`src/rtl/hqc_rsencod_lfsr.sv`:
```
`default_nettype none
// ============================================================================
// Module   : hqc_rsencod_lfsr
// Purpose  : Systematic Reed-Solomon encoder over GF(2^8) (field polynomial
//            0x11D) for HQC. A K-byte message is captured in parallel, then
//            divided byte-serially by the generator polynomial g(x) in an LFSR.
//            The N1-byte codeword (parity then message) is presented in
//            parallel.
// Ports    : clk_i        - clock, rising edge
//            rst_ni       - synchronous active-low reset
//            start_i      - one-cycle start pulse, ignored while busy_o=1
//            msg_i        - message, byte m[i] at bits [8i+7:8i]
//            busy_o       - encoding in progress
//            dout_o       - codeword {msg, parity}; parity byte j at [8j+7:8j]
//            dout_valid_o - one-cycle pulse, codeword complete
// Config   : HQC_RSENC_2BPC_EN - when defined, two message bytes are consumed
//            per cycle (two unrolled LFSR steps); latency K/2+1 instead of K+1.
// Revision : 1.0 - initial release
// ============================================================================
module hqc_rsencod_lfsr #(
  parameter int PARAM_SECURITY = 128,
  parameter int PARAM_K        = (PARAM_SECURITY == 256) ? 32 :
                                 (PARAM_SECURITY == 192) ? 24 : 16,
  parameter int PARAM_N1       = (PARAM_SECURITY == 256) ? 90 :
                                 (PARAM_SECURITY == 192) ? 56 : 46,
  parameter int PARAM_DELTA    = (PARAM_SECURITY == 256) ? 29 :
                                 (PARAM_SECURITY == 192) ? 16 : 15,
  parameter int MSG_W          = 8 * PARAM_K,
  parameter int DOUT_W         = 8 * PARAM_N1
) (
  input  logic              clk_i,
  input  logic              rst_ni,
  input  logic              start_i,
  input  logic [MSG_W-1:0]  msg_i,
  output logic              busy_o,
  output logic [DOUT_W-1:0] dout_o,
  output logic              dout_valid_o
);

  localparam int P  = 2 * PARAM_DELTA;
  localparam int PW = 8 * P;

`ifdef HQC_RSENC_2BPC_EN
  localparam int BPC = 2;
`else
  localparam int BPC = 1;
`endif

  localparam logic [5:0] LAST_CNT = 6'(PARAM_K / BPC - 1);

  // GF(2^8) multiply, field polynomial x^8+x^4+x^3+x^2+1 (0x11D).
  function automatic logic [7:0] gf_mul(input logic [7:0] a, input logic [7:0] b);
    logic [7:0] prod;
    logic [7:0] aa;
    prod = 8'h00;
    aa   = a;
    for (int i = 0; i < 8; i++) begin
      if (b[i]) prod = prod ^ aa;
      aa = {aa[6:0], 1'b0} ^ (aa[7] ? 8'h1D : 8'h00);
    end
    return prod;
  endfunction

  // g(x) = prod_{i=1..P} (x + alpha^i), alpha = 0x02. Evaluated at elaboration,
  // this yields the HQC generator table for the selected level. The monic
  // x^P term is dropped; coefficient g[j] sits at bits [8j+7:8j].
  function automatic logic [PW-1:0] gen_poly();
    logic [8*(P+1)-1:0] acc;
    logic [7:0]         root;
    acc      = '0;
    acc[7:0] = 8'h01;
    root     = 8'h01;
    for (int i = 1; i <= P; i++) begin
      root = gf_mul(root, 8'h02);
      for (int j = P; j >= 1; j--) begin
        acc[8*j +: 8] = acc[8*(j-1) +: 8] ^ gf_mul(root, acc[8*j +: 8]);
      end
      acc[7:0] = gf_mul(root, acc[7:0]);
    end
    return acc[PW-1:0];
  endfunction

  localparam logic [PW-1:0] G = gen_poly();

  // One LFSR division step: feedback is the incoming byte XOR the top parity
  // byte; every tap is a constant multiply, i.e. P parallel XOR networks.
  function automatic logic [PW-1:0] lfsr_step(input logic [PW-1:0] par,
                                              input logic [7:0]    din);
    logic [7:0]    fb;
    logic [PW-1:0] nxt;
    fb       = din ^ par[PW-1 -: 8];
    nxt      = '0;
    nxt[7:0] = gf_mul(fb, G[7:0]);
    for (int j = 1; j < P; j++) begin
      nxt[8*j +: 8] = par[8*(j-1) +: 8] ^ gf_mul(fb, G[8*j +: 8]);
    end
    return nxt;
  endfunction

  logic              busy_q,  busy_d;
  logic              valid_q, valid_d;
  logic [5:0]        cnt_q,   cnt_d;
  logic [MSG_W-1:0]  msg_q,   msg_d;
  logic [PW-1:0]     par_q,   par_d;

  logic [PW-1:0]     w_step1;
  logic [PW-1:0]     w_step;
  logic [MSG_W-1:0]  w_msg_rot;
  logic              w_busy_end;

  // Highest message byte enters first; rotating the buffer brings the next
  // byte to the top and restores the original message after all K bytes.
  assign w_step1 = lfsr_step(par_q, msg_q[MSG_W-1 -: 8]);
`ifdef HQC_RSENC_2BPC_EN
  assign w_step    = lfsr_step(w_step1, msg_q[MSG_W-9 -: 8]);
  assign w_msg_rot = {msg_q[MSG_W-17:0], msg_q[MSG_W-1 -: 16]};
`else
  assign w_step    = w_step1;
  assign w_msg_rot = {msg_q[MSG_W-9:0], msg_q[MSG_W-1 -: 8]};
`endif

  assign w_busy_end = busy_q && (cnt_q == LAST_CNT);

  always_comb begin
    busy_d  = busy_q;
    valid_d = 1'b0;
    cnt_d   = cnt_q;
    msg_d   = msg_q;
    par_d   = par_q;
    if (busy_q) begin
      par_d = w_step;
      msg_d = w_msg_rot;
      cnt_d = cnt_q + 6'd1;
      if (w_busy_end) begin
        busy_d  = 1'b0;
        valid_d = 1'b1;
      end
    end else if (start_i) begin
      busy_d = 1'b1;
      cnt_d  = 6'd0;
      msg_d  = msg_i;
      par_d  = '0;
    end
  end

  always_ff @(posedge clk_i) begin
    if (!rst_ni) begin
      busy_q  <= 1'b0;
      valid_q <= 1'b0;
      cnt_q   <= 6'd0;
      msg_q   <= '0;
      par_q   <= '0;
    end else begin
      busy_q  <= busy_d;
      valid_q <= valid_d;
      cnt_q   <= cnt_d;
      msg_q   <= msg_d;
      par_q   <= par_d;
    end
  end

  assign busy_o       = busy_q;
  assign dout_valid_o = valid_q;
  assign dout_o       = {msg_q, par_q};

endmodule
`default_nettype wire

```
`config.mk`:
```
export PLATFORM = sky130hd
export DESIGN_NAME = hqc_rsencod_lfsr
export DESIGN_NICKNAME = d
export VERILOG_FILES = /design/src/rtl/hqc_rsencod_lfsr.sv
export SDC_FILE = /design/constraint.sdc
export NUM_CORES = 1
export LEC_CHECK = 0
export ABC_AREA = 1
export CORE_UTILIZATION = 35
export DETAILED_ROUTE_END_ITERATION = 7
export PLACE_DENSITY = 0.62
export SYNTH_ARGS = -nofsm -noshare
export SYNTH_HDL_FRONTEND = slang
export SYNTH_SLANG_ARGS = --single-unit
```
`constraint.sdc`:
```
create_clock -name clk_i -period 2.4 [get_ports clk_i]
set_input_delay 0.48 -clock clk_i [delete_from_list [all_inputs] [get_ports clk_i]]
set_output_delay 0.48 -clock clk_i [all_outputs]
set_load 0.02 [all_outputs]
```
==> results.tsv <==
stage	metric	value	unit
clocking	clk_latency	590	ps
sta	skew	24.5	ps
sta	fin_crit	2330	ps
synth	ys_ff_latch	376	
clocking	cts_tree	yes	
synth	syn_inst	2977	
critical_path	cp.arrival	2790	ps
route	vias	21779	
place	routabilityCongestion	0.998	
floorplan	pin_count	501	
global_route	grt.total_usage	30.6	%
route	dr.pass1.iters	5	
final_layout	drive_gt1_share	13.3	%
floorplan	initial_core_util	35.7	%
final_layout	final_common_cell	nand2_1	
route	routedWlPerCell	20.7	µm
global_route	grt-ovfl-total	0	
critical_path	worstSetupPathType	reg -> reg	
synth	syn-cell-area	0.0198	mm²
sta	hold_viol	0	
final_layout	final_cell_mix	nand2_1 (1,157), clkdlybuf4s50_1 (497), dfxtp_1 (367)	
power	p_leak	12.6	nW
sta	clock.fmax	430	MHz
global_route	grt_pass1_wl	130	mm
synth	synth-edff-count	0	
final_layout	nets	3700	
floorplan	die_h	240	µm
critical_path	worstPathRequired	2860	ps
final_layout	area_growth	44.1	%
route	final_antenna_net_count	0	
critical_path	rr_endpoint	par_q[78]$_SDFFE_PN0P_	
clocking	clk_pin_slew	60	ps
sta	layout_setup_ws	74.3	ps
place	io_buffer_count	500	
critical_path	r2r_cells	12	
route	drt-initial-drc-count	1812	
clocking	htreeDepth	2	
place	pre_cts_ws	-246	ps
critical_path	crit_start	msg_q[120]$_SDFFE_PN0P_	
power	ir_worst_vdd	653	µV
route	vias_per_cell	5.00	
synth	synthFlopType	dfxtp_1	
floorplan	coreArea	0.0555	mm²
floorplan	die_w	240	µm
run_status	status	completed	
sta	slew_violations	0	
global_route	grt_max_degree	138	
critical_path	startpoint_type	register	
power	p_total	44.0	mW
sta	tightest_slew	791	ps
clocking	numCtsBuffers	45	
sta	period_share	96.9	%
critical_path	crit_end	par_q[78]$_SDFFE_PN0P_	
synth	synth_nets	3109	
synth	synth_cell_types	38	
floorplan	floorplan.rows	86	
critical_path	rrSetupSlack	70	ps
synth	ys_seq_area_share	38.0	%
route	routed_wl	90.3	mm
place	place_hpwl	69.1	mm
synth	ys_warn_count	0	
power	powerDensity	1540	mW/mm²
global_route	antenna_found_initial	2	
final_layout	finalCoreUtilization	51.5	%
floorplan	dieArea	0.0576	mm²
clocking	cts_buffer_depth	3	
sta	finalSetupTns	0	ps
sta	setup_viol	0	
synth	async_flop_share	0	%
sta	slew_headroom	47.2	%
clocking	cts_sinks	376	
min_path	hold_class	in -> reg	
clocking	cts_hold_buf	0	
synth	synth.avg_cell_area	6.66	µm²
global_route	grt_pass1_vias	19781	
route	drc_errors	0	
job	maxCapViolations	0	
critical_path	end_kind	register	
clocking	cts-root-buf	clkbuf_16	
critical_path	regToRegStartpoint	msg_q[120]$_SDFFE_PN0P_	
critical_path	crit_path_max_fanout	8	
synthesized netlist by cell type (all sizes together) (2+ instances only):
master  count  area, µm²
a22oi      73        548
dfxtp     376       7530
o21ai      41        205
buf        32        211
a21oi     262       1330
nor2       74        278
o21a        6       45.0
or2       119        744
inv       231        870
xor2       84        908
nand3     262       1310
xnor2      37        347
a211oi      2       15.0
nand2    1211       4700
nand3b     19        143
clkbuf    122        458
a21o       21        158
sequential cells by signal, summed over array words and instances, names as in the netlist:
register	count
dout_valid_o	1
busy_o	1
cnt_q	6
msg_q	128
par_q	240
stage by stage:
stage	cells	hold slack (ps)	cell area (µm²)
finish	4355	341	28600
global route	4354	336	28600
CTS	4351	316	28500
detailed placement	4267	456	26900
global placement	4267	454	26900
floorplan	2977	436	19800
worst max-delay path, cell delays in order (launching register included):
cell and delay (ps):
dfxtp_1 430, nand2_1 90, nand2_2 180, nand2_1 90
nand2_2 210, nand2_1 80, nand2_1 180, buf_4 230
xor2_1 200, inv_1 110, or2_2 280, nand3_1 70
a21oi_1 60
power breakdown:
group	total [mW]	internal (mW)	switching, mW
clock network	7.00	4.14	2.86
logic	27.3	11.3	15.9
registers	9.69	7.66	2.03
total	44.0	23.1	20.8
worst min-delay path by stage:
stage / startpoint / endpoint / slack, ps / depth (start not counted)
3_5_place_dp: cnt_q[4]$_SDFFE_PN0P_ / cnt_q[4]$_SDFFE_PN0P_ / 460 / 1
4_1_cts: rst_ni / cnt_q[1]$_SDFFE_PN0P_ / 320 / 3
2_1_floorplan: cnt_q[4]$_SDFFE_PN0P_ / cnt_q[4]$_SDFFE_PN0P_ / 440 / 1
5_1_grt: rst_ni / cnt_q[1]$_SDFFE_PN0P_ / 340 / 3
6_report: rst_ni / par_q[142]$_SDFFE_PN0P_ / 340 / 3
3_3_place_gp: cnt_q[4]$_SDFFE_PN0P_ / cnt_q[4]$_SDFFE_PN0P_ / 450 / 1
kinds of logic (layout without fill, tap and decap cells):
group	Yosys count	count (layout)	share of synthesized area (%)
and+or+nand+nor	1686	1686	36.2
DFF	376	376	38.0
other	0	2	0
buffers and inverters	386	1014	7.78
adders and majority gates	1	1	0.0631
xor gates and xnor gates	121	121	6.33
AOI/OAI and AO/OA	407	407	11.7
final cells by class:
cell class | instances | area, µm²
clock inverter | 17 | 171
inverter | 232 | 881
timing repair buffer | 698 | 6820
tap | 748 | 936
sequential | 376 | 7540
fill | 5556 | 26900
multi-input combinational | 2215 | 10900
clock buffer | 67 | 1320
antenna | 2 | 5.00
routing by layer:
| layer | routed length (µm) | vias up | share of wire [%] | GRT usage (%) |
|---|---|---|---|---|
| met5 | 13 | - | 0.014 | 0 |
| met2 | 42100 | 968 | 47 | 50.7 |
| met4 | 4910 | 2 | 5.4 | 15.8 |
| met3 | 8540 | 197 | 9.5 | 7.18 |
| li1 | - | 10601 | - | - |
| met1 | 34800 | 10011 | 39 | 36.8 |
repair_timing:
action                     in CTS  in global routing
resized for setup              12                 33
pin swaps                       0                  2
buffers inserted                0                  2
gates cloned                    0                  0
setup endpoints to repair      54                 92
No activity file was read; power rests on OpenSTA's default activity.
